$ cat src/rtl/debounce_pkg.sv
// debounce_pkg: shared state encoding and default parameters for the button debouncer
package debounce_pkg;
   typedef enum logic [1:0] {
      IDLE         = 2'b00,
      PRESS_WAIT   = 2'b01,
      HELD         = 2'b10,
      RELEASE_WAIT = 2'b11
   } state_e;
   localparam int DEF_DEBOUNCE_CYCLES = 1000000;
   localparam int DEF_REPEAT_DELAY    = 50000000;
   localparam int DEF_REPEAT_PERIOD   = 10000000;
   localparam int DEF_CNT_WIDTH       = 32;
endpackage

$ cat src/rtl/button_debouncer_if.sv
// button_debouncer_if: raw button input and debounced level/pulse outputs
interface button_debouncer_if;
   logic button_raw_i;
   logic level_o;
   logic press_o;
   logic release_o;
   logic repeat_o;
   logic step_o;
   modport master (output button_raw_i, input level_o, press_o, release_o, repeat_o, step_o);
   modport slave  (input button_raw_i, output level_o, press_o, release_o, repeat_o, step_o);
endinterface

$ cat src/rtl/button_debouncer_sync.sv
// input_synchronizer: two-flop synchronizer bringing the raw pad into the clock domain
module input_synchronizer (
   input  logic clock,
   input  logic reset,
   input  logic d_i,
   output logic q_o
);
   logic s1_q, s2_q;
   // shift the asynchronous input through two flops to settle metastability
   always_ff @(posedge clock or negedge reset) begin
      if (!reset) begin
         s1_q <= 1'b0;
         s2_q <= 1'b0;
      end else begin
         s1_q <= d_i;
         s2_q <= s1_q;
      end
   end
   assign q_o = s2_q;
endmodule

$ cat src/rtl/button_debouncer.sv
// button_debouncer: debounces a push-button into a clean level plus press/release/repeat/step pulses
module button_debouncer
   import debounce_pkg::*;
#(
   parameter int DEBOUNCE_CYCLES = DEF_DEBOUNCE_CYCLES,
   parameter int REPEAT_DELAY    = DEF_REPEAT_DELAY,
   parameter int REPEAT_PERIOD   = DEF_REPEAT_PERIOD,
   parameter int CNT_WIDTH       = DEF_CNT_WIDTH
) (
   input logic          clock,
   input logic          reset,
   button_debouncer_if.slave bus
);
   localparam logic [CNT_WIDTH-1:0] ONE      = CNT_WIDTH'(1);
   localparam logic [CNT_WIDTH-1:0] DEB_LAST = CNT_WIDTH'(DEBOUNCE_CYCLES - 1);
   localparam logic [CNT_WIDTH-1:0] REP_LAST = CNT_WIDTH'(REPEAT_DELAY - 1);
   localparam logic [CNT_WIDTH-1:0] REP_WRAP = CNT_WIDTH'(REPEAT_DELAY - REPEAT_PERIOD);
   state_e               state_q, state_d;
   logic [CNT_WIDTH-1:0] deb_cnt_q, deb_cnt_d, rep_cnt_q, rep_cnt_d;
   logic                 level_q, level_d, press_q, press_d, release_q, release_d;
   logic                 repeat_q, repeat_d, step_q, btn_s;
   input_synchronizer u_sync (
      .clock (clock),
      .reset (reset),
      .d_i   (bus.button_raw_i),
      .q_o   (btn_s)
   );
   // register FSM state, counters and all outputs; reset aborts silently
   always_ff @(posedge clock or negedge reset) begin
      if (!reset) begin
         state_q   <= IDLE;
         deb_cnt_q <= '0;
         rep_cnt_q <= '0;
         level_q   <= 1'b0;
         press_q   <= 1'b0;
         release_q <= 1'b0;
         repeat_q  <= 1'b0;
         step_q    <= 1'b0;
      end else begin
         state_q   <= state_d;
         deb_cnt_q <= deb_cnt_d;
         rep_cnt_q <= rep_cnt_d;
         level_q   <= level_d;
         press_q   <= press_d;
         release_q <= release_d;
         repeat_q  <= repeat_d;
         step_q    <= press_d | repeat_d;
      end
   end
   // next state: counters qualify level changes, rep_cnt freezes outside HELD and wraps to keep the period
   always_comb begin
      state_d   = state_q;
      deb_cnt_d = deb_cnt_q;
      rep_cnt_d = rep_cnt_q;
      level_d   = level_q;
      press_d   = 1'b0;
      release_d = 1'b0;
      repeat_d  = 1'b0;
      case (state_q)
         IDLE: begin
            level_d   = 1'b0;
            state_d   = btn_s ? PRESS_WAIT : IDLE;
            deb_cnt_d = btn_s ? ONE : '0;
         end
         PRESS_WAIT: begin
            if (!btn_s) begin
               state_d   = IDLE;
               deb_cnt_d = '0;
            end else if (deb_cnt_q == DEB_LAST) begin
               state_d   = HELD;
               level_d   = 1'b1;
               press_d   = 1'b1;
               rep_cnt_d = '0;
            end else deb_cnt_d = deb_cnt_q + ONE;
         end
         HELD: begin
            if (!btn_s) begin
               state_d   = RELEASE_WAIT;
               deb_cnt_d = ONE;
            end else if (REPEAT_DELAY == 0) rep_cnt_d = '0;
            else if (rep_cnt_q == REP_LAST) begin
               repeat_d  = 1'b1;
               rep_cnt_d = REP_WRAP;
            end else rep_cnt_d = rep_cnt_q + ONE;
         end
         RELEASE_WAIT: begin
            if (btn_s) state_d = HELD;
            else if (deb_cnt_q == DEB_LAST) begin
               state_d   = IDLE;
               level_d   = 1'b0;
               release_d = 1'b1;
            end else deb_cnt_d = deb_cnt_q + ONE;
         end
         default: begin
            state_d   = IDLE;
            level_d   = 1'b0;
            deb_cnt_d = '0;
            rep_cnt_d = '0;
         end
      endcase
   end
   assign bus.level_o   = level_q;
   assign bus.press_o   = press_q;
   assign bus.release_o = release_q;
   assign bus.repeat_o  = repeat_q;
   assign bus.step_o    = step_q;
endmodule

$ cat src/flat_wrapper.sv
// flat-port wrapper written by rule: the top's interface ports become plain ports
module button_debouncer_flat import debounce_pkg::*;
#(
   parameter int DEBOUNCE_CYCLES = DEF_DEBOUNCE_CYCLES,
   parameter int REPEAT_DELAY    = DEF_REPEAT_DELAY,
   parameter int REPEAT_PERIOD   = DEF_REPEAT_PERIOD,
   parameter int CNT_WIDTH       = DEF_CNT_WIDTH
)
  (clock, reset, bus_button_raw_i, bus_level_o, bus_press_o, bus_release_o, bus_repeat_o, bus_step_o);
  button_debouncer_if bus_i ();
  input logic clock;
  input logic reset;
  input wire logic [$bits(bus_i.button_raw_i)-1:0] bus_button_raw_i;
  output wire logic [$bits(bus_i.level_o)-1:0] bus_level_o;
  output wire logic [$bits(bus_i.press_o)-1:0] bus_press_o;
  output wire logic [$bits(bus_i.release_o)-1:0] bus_release_o;
  output wire logic [$bits(bus_i.repeat_o)-1:0] bus_repeat_o;
  output wire logic [$bits(bus_i.step_o)-1:0] bus_step_o;
  assign bus_i.button_raw_i = bus_button_raw_i;
  assign bus_level_o = bus_i.level_o;
  assign bus_press_o = bus_i.press_o;
  assign bus_release_o = bus_i.release_o;
  assign bus_repeat_o = bus_i.repeat_o;
  assign bus_step_o = bus_i.step_o;
  button_debouncer #(.DEBOUNCE_CYCLES(DEBOUNCE_CYCLES), .REPEAT_DELAY(REPEAT_DELAY), .REPEAT_PERIOD(REPEAT_PERIOD), .CNT_WIDTH(CNT_WIDTH)) u_core (.clock(clock), .reset(reset), .bus(bus_i));
endmodule
$ cat config.mk
export PLATFORM = sky130hd
export DESIGN_NAME = button_debouncer_flat
export DESIGN_NICKNAME = d
export VERILOG_FILES = /design/src/rtl/debounce_pkg.sv /design/src/rtl/button_debouncer_if.sv /design/src/rtl/button_debouncer_sync.sv /design/src/rtl/button_debouncer.sv /design/src/flat_wrapper.sv
export SDC_FILE = /design/constraint.sdc
export NUM_CORES = 1
export LEC_CHECK = 0
export ABC_AREA = 1
export CAP_MARGIN = 20
export CORE_ASPECT_RATIO = 1.1
export CORE_MARGIN = 2
export CORE_UTILIZATION = 55
export CTS_BUF_LIST = sky130_fd_sc_hd__clkbuf_8
export DETAILED_ROUTE_END_ITERATION = 10
export PLACE_DENSITY = 0.71
export SLEW_MARGIN = 10
export SYNTH_ARGS = -nofsm -noshare
export SYNTH_HDL_FRONTEND = slang
export SYNTH_SLANG_ARGS = --single-unit
$ cat constraint.sdc
create_clock -name clock -period 2.64 [get_ports clock]
set_input_delay 0.528 -clock clock [delete_from_list [all_inputs] [get_ports clock]]
set_output_delay 0.528 -clock clock [all_outputs]
set_load 0.01 [all_outputs]
==> results by group, run 1 <==
Detailed routing
  – DRC: 0
  – First drt pass iteration count: 5
  – Drt first-iter violations: about 310
  – Vias: between 5k and 6k
  – DRT Wirelength: roughly 14000 um
  – Antenna viol nets, final: 0
  – Via density: ~5.7
  – Detailed-route wire length per cell: approximately 16 um

Timing
  – RSZ-0062 raised after global routing: false
  – Max Clock Freq: 498.1 MHz
  – Final setup viols: 0
  – Setup_tns: 0 ps
  – Worst Slack Setup Final: approximately 630 ps
  – Worst clock skew: between 15 and 20 ps
  – Tmin final: around 2000 ps
  – Final Hold Vio Count: 0
  – Tcrit/Tclk final: 0.7605
  – Max-slew violations: 0
  – Worst-margin pin slew: roughly 520 ps
  – Slew headroom: 0.6494

Power
  – Sw Ratio: 0.2416
  – Pwr Density: 408.0 nW/um2
  – Leak pwr: around 2.4 nW
  – Combinational power share: 0.026
  – Design Power: approximately 2.2 mW
  – P_int: about 1.7 mW
  – Sw Pwr: approximately 530 uW
  – Flop pwr share: 0.513
  – Max VDD drop: 0.2685 mV
  – Clk pwr share: 0.461

Yosys
  – Mux contribution to synthesized area: 0
  – Net Count, Synth: about 790
  – Synth Area in Compound Gates: 0.07814
  – Avg Inst Size Synth: approximately 6.3 um2
  – Adder-cell share of the synthesized area: 0.005009
  – Xor-xnor portion of the synthesized cell area: 0.01928
  – Synthesized cell area: about 5000 um2
  – Cell count after synthesis: between 700 and 800
  – Post-Synth Simple-Gate Area: 0.4463
  – Post-synthesis sequential area ratio: 0.3656
  – Main combinational cell family by area after synthesis: simple AND/OR/NAND/NOR gates
  – Yosys cell types: 39
  – YS warnings: 0
  – #FFs+latches synth: 73

Die
  – Chip width: 94.88 um
  – Core area: approximately 8800 um2
  – Die height: between 100 and 150 um
  – I/O Pins: 8
  – Rows: 36
  – Starting Density: 0.5659
  – Die area: roughly 10000 um2

Clock network
  – # hold bufs at CTS: 0
  – CTS tree: built
  – Setup Buffers After CTS: 0
  – CTS max path bufs: 2
  – Root Buffer: clkbuf_8
  – Sink Count: 73
  – Clk_lat worst skew: around 380 ps
  – Clock slew at reported path FFs: ~100 ps
  – H-tree depth: 3
  – Total CTS buffers: 9
  – Post-CTS resize count: 0

Run
  – Max Cap Viol: 0

Global routing
  – Vias in the first global route: just under 5k
  – Initial antenna violation count: 0
  – Total track usage: 0.3117
  – First-pass GRT wire length: between 20000 and 25000 um
  – GRT overflow: 0
  – Largest net degree at the start of global routing: 74

Placed design
  – I/O Buffers: 7
  – GPL Wtd Cong: between 0.9 and 1
  – Placed Area: 5166 um2
  – Hpwl dp: approximately 10000 um
  – Post-Place Setup Slack: slightly below 700 ps

Final layout
  – Fin nets: approximately 800
  – Top Registers: u_core.deb_cnt_q (32), u_core.rep_cnt_q (32)
  – N_diodes: 0
  – Layout cells sized above 1: 0.05230
  – Area Overhead vs Synth: 7.764%
  – Final instance area: approximately 5400 um2

Critical path
  – CP Cell Sequence: nand2_1, nor2_1, inv_1, nor3b_1, nand3_1, nor2_1, nor2_1, o21ai_0
  – Required time of the worst setup path: roughly 2900 ps
  – WP data arrival: 2300 ps
  – CP Class: register to register
  – Crit start category: register
  – Slowest-stage cell, CP: dfrtp_1
  – CP most frequent cell: nor2_1
  – Crit path max fanout: 5
  – CP Capture Type: register
  – CP max stage delay: approximately 500 ps

Outcome
  – Status: complete, no violations

Worst hold path
  – Hold crit path type: input port to async pin
==> final timing paths <==
check	startpoint	end	slack [ps]	depth (start not counted)
setup / recovery	u_core.rep_cnt_q[20]	u_core.rep_cnt_q[9]	630	8
hold / removal	reset	u_core.rep_cnt_q[21]	140	2
setup reg to reg	u_core.rep_cnt_q[20]	u_core.rep_cnt_q[9]	630	8
hold reg to reg	u_core.u_sync.s1_q	u_core.u_sync.q_o	350	0
max in group asynchronous	reset	u_core.deb_cnt_q[2]	2140	2
min in group clock	u_core.u_sync.s1_q	u_core.u_sync.q_o	350	0
==> placed cells by master, fill, tap and decap left out, types with 3 or more instances in the layout <==
master,count
clkbuf_8,9
nor2_2,4
nand3_2,3
dfrtp_1,73
nand3b_1,3
o21ai_0,34
and3_1,3
xor2_1,8
clkdlybuf4s50_1,6
nand4_1,16
xnor2_1,3
nor2_1,125
a21oi_1,7
nand2_1,285
nand3_1,64
a22oi_1,3
o22ai_1,4
buf_4,6
inv_1,86
nor3_1,20
o21ai_1,9
==> per-layer routing <==
metal  GRT usage  routed length, um  vias up
li1            -                  -     2519
met1      0.3843               5580     2382
met2      0.5147               7175      225
met3     0.05000                953       61
met4      0.1687                768        0
met5           0                  0        -
==> cell families (layout without fill, tap and decap cells) <==
| family | Yosys count | count (layout) |
|---|---|---|
| AO/OA/AOI/OAI | 68 | 68 |
| XOR/XNOR | 11 | 11 |
| buffers and inverters | 102 | 117 |
| AND/OR/NAND/NOR | 532 | 532 |
| adder cells (fa/ha/maj) | 2 | 2 |
| flip-flops | 73 | 73 |
==> cell type report <==
type                       count  area (um2)
timing repair buffer          13       125.1
clock inverter                 7       93.84
multi-input combinational    613        2741
clock buffer                   9       123.9
fill                         842        3445
inverter                      88       330.3
sequential                    73        1827
tap                          114       142.6
==> worst max-delay path, delay by kind of cell, from the launching register on <==
| family | cells | cell delay [ps] |
|---|---|---|
| and+or+nand+nor | 6 | 1230 |
| AOI/OAI and AO/OA | 1 | 70 |
| DFF | 1 | 510 |
| buffers and inverters | 1 | 130 |
==> cell usage after synthesis <==
cell	n	area, um2
xor2_1	8	70.07
buf_2	2	10.01
nand3_1	64	320.3
clkbuf_2	1	5.000
a21oi_4	1	16.27
nand3b_1	3	22.52
o21ai_1	9	45.04
a21oi_1	7	35.03
xnor2_1	3	26.28
inv_1	86	322.8
nor2_4	1	11.26
or2_2	1	6.260
nor2_1	125	469.2
o21bai_1	2	15.01
a21o_1	2	15.01
and3_1	3	18.77
nand2_1	285	1070
o21a_1	1	7.510
buf_6	4	45.04
nor2_2	4	25.02
buf_4	3	22.52
o21ai_2	1	8.760
nor3b_1	2	15.01
o21ai_0	34	170.2
a22oi_1	3	22.52
o211ai_1	2	15.01
nand2_4	1	11.26
clkbuf_1	4	15.01
a21oi_2	1	8.760
dfrtp_1	73	1827
a31oi_1	1	6.260
nor3_1	20	100.1
nand3_2	3	30.03
ha_1	2	25.02
inv_2	2	7.510
o22ai_1	4	25.02
nand2_2	2	12.51
nand4_1	16	100.1
or3b_2	2	17.52
==> power by group through the flow <==
stage          combinational [mW]  sequential, mW  clock (mW)
4_1_cts                    0.0585            1.13        1.02
5_1_grt                    0.0648            1.13        1.08
3_5_place_dp               0.0580            1.15           0
6_report                   0.0564            1.13        1.01
2_1_floorplan              0.0244            1.15           0
3_3_place_gp               0.0575            1.15           0
==> stage by stage <==
stage               hold WS [ps]  cells  utilization
detailed placement         336.5    901       0.5852
CTS                        189.3    917       0.6098
floorplan                  232.4    788            -
global placement           333.1    901       0.5852
finish                     137.7    917       0.6098
global route               179.3    917       0.6098
(Power assumes the default switching activity.)
==> inputs of run 2 (changes only) <==
Clock period 2.64 ns to 2 ns, I/O delays scaled along.
==> results by group, run 2 (same netlist as run 1, synthesis figures left out) <==
Worst hold path
  – HP Start: u_core.u_sync.s1_q
  – Hold crit path type: register to register
  – Worst hold path depth: 0

Clock network
  – Clk_lat worst skew: 370 ps (about the same)
  – CTS tree: built
  – Sink Count: 73 (unchanged)
  – Clock slew at reported path FFs: 80 ps (-20 ps)
  – H-tree depth: 3 (unchanged)
  – Root Buffer: clkbuf_8
  – Total CTS buffers: 9 (unchanged)
  – CTS max path bufs: 2 (unchanged)

Global routing
  – First-pass GRT wire length: 23390 um (-2.0%)
  – Largest net degree at the start of global routing: 48 (-35%)
  – GRT overflow: 0 (unchanged)
  – Initial antenna violation count: 0 (unchanged)
  – Total track usage: 0.3064 (-0.005312)
  – Vias in the first global route: 4953 (+0.67%)

Final layout
  – Storage cell area: 1827 um2 (unchanged)
  – N_diodes: 0 (unchanged)
  – Commonest non-fill, non-tap cells in the layout: nand2_1, nor2_1, inv_1
  – Fin nets: 827 (+3.0%)
  – Area Overhead vs Synth: 11.97%
  – Filler Cells Inserted: 860 (+2.1%)
  – Area of the multi-input gates: 2780 um2 (+1.4%)
  – Commonest non-fill, non-tap cell in the layout: nand2_1
  – Layout cells sized above 1: 0.08948 (+0.03718)
  – Top Registers: u_core.deb_cnt_q (32), u_core.rep_cnt_q (32)
  – Fin util: 0.6336 (+0.02381)

Power
  – Design Power: 2.777 mW (+26%)
  – Flop pwr share: 0.535 (+0.022)
  – Leak pwr: 2.523 nW (+4.8%)
  – Pwr Density: 496.5 nW/um2 (+22%)
  – Max VDD drop: 0.3568 mV (+33%)
  – Clk pwr share: 0.434 (-0.027)
  – Sw Pwr: 699.1 uW (+32%)
  – Sw Ratio: 0.2517 (+0.01006)
  – P_int: 2.078 mW (+25%)
  – Combinational power share: 0.030 (+0.004)

Timing
  – Max Clock Freq: 525.5 MHz (+5.5%)
  – Slew headroom: 0.6166 (-0.03282)
  – Max-slew violations: 0 (unchanged)
  – RSZ-0062 raised after global routing: false
  – Worst clock skew: 12.59 ps (-6.990 ps)
  – Tmin final: 1903 ps (-104.8 ps)
  – Tcrit/Tclk final: 0.9514 (+0.1909)
  – Final setup viols: 0 (unchanged)
  – Final Hold Vio Count: 0 (unchanged)
  – Worst-margin pin slew: 570.8 ps (+48.85 ps)
  – Setup_tns: 0 ps (unchanged)

Detailed routing
  – Drt first-iter violations: 232 (-26%)
  – Via density: 5.463 (-3.4%)
  – First drt pass iteration count: 5 (unchanged)
  – DRC: 0 (unchanged)
  – DRT Wirelength: 14350 um (-0.86%)
  – Detailed-route wire length per cell: 15.25 um (-3.4%)
  – Vias: 5141 (-0.89%)
  – Antenna viol nets, final: 0 (unchanged)

Die
  – Rows: 36 (unchanged)
  – Core area: 8828 um2 (unchanged)
  – Chip width: 94.88 um (unchanged)
  – I/O Pins: 8 (unchanged)
  – Die height: 104.0 um (unchanged)
  – Starting Density: 0.5659 (unchanged)
  – Die area: 9863 um2 (unchanged)

Critical path
  – WP data arrival: 2150 ps (-150 ps)
  – Crit path max fanout: 4 (-1)
  – RR Startpoint: u_core.deb_cnt_q[1]
  – R2R depth: 9 (+1)
  – CP Class: register to register
  – CP Capture Type: register
  – Crit start category: register
  – CP Launch Point: u_core.deb_cnt_q[1]
  – Required time of the worst setup path: 2250 ps (-680 ps)

Placed design
  – I/O Buffers: 7 (unchanged)
  – Hpwl dp: 10890 um (+4.6%)
  – GPL Wtd Cong: 0.9615 (-2.7%)

Run
  – Max Cap Viol: 0 (unchanged)

Outcome
  – Status: complete, no violations
-- run 2: timing repair --
| item | CTS | global route |
|---|---|---|
| endpoints found under the setup margin | 0 | 41 |
| setup buffers | 0 | 0 |
| endpoints found under the hold margin | 26 | 0 |
| hold buffers | 1 | 0 |
| gates resized for setup | 0 | 12 |
-- run 2: worst max-delay path: stages, from the launching register on --
cell and delay [ps]:
dfrtp_1 390, ha_2 220, nand3_1 110, nor2_1 170
nand4_1 300, nor2_1 280, buf_4 170, nand2_1 40
nand2_1 50, o21ai_0 70
-- run 2: power by group through the flow --
stage	logic (mW)	registers (mW)	clock network, mW
CTS	0.0839	1.49	1.22
finish	0.0836	1.49	1.21
floorplan	0.0322	1.51	0
detailed placement	0.0822	1.52	0
global route	0.0958	1.49	1.29
global placement	0.0810	1.52	0
-- run 2: metrics by stage --
step	setup WS (ps)	cells	hold slack, ps	area [um2]
2_1_floorplan	349.9	788	104.4	4996
3_3_place_gp	148.8	924	335.8	5351
3_5_place_dp	100.3	924	349.7	5351
4_1_cts	81.52	941	371.4	5555
5_1_grt	1.831	941	376.6	5594
6_report	97.16	941	367.1	5594
-- run 2: final timing paths --
| path | endpoint | slack [ps] |
|---|---|---|
| setup / recovery | u_core.deb_cnt_q[18] | 100 |
| min in group asynchronous | u_core.rep_cnt_q[31] | 490 |
| setup reg to reg | u_core.deb_cnt_q[18] | 100 |
| hold / removal | u_core.u_sync.q_o | 370 |
| hold reg to reg | u_core.u_sync.q_o | 370 |
| max in group asynchronous | u_core.deb_cnt_q[8] | 920 |
-- run 2: area by class of cell --
type,instances,share of cell area
Clock buffer,9,0.02214
Inverter,88,0.05905
Clock inverter,7,0.01253
Timing Repair Buffer,37,0.05726
Multi-Input combinational cell,613,0.4970
Tap cell,114,0.02550
Sequential cell,73,0.3265
-- run 2: layer usage --
layer	part of all wire	up-vias	GRT usage
li1	-	2567	-
met5	0	-	0
met2	0.51	139	0.5198
met3	0.037	64	0.03406
met4	0.060	0	0.2091
met1	0.40	2371	0.3550
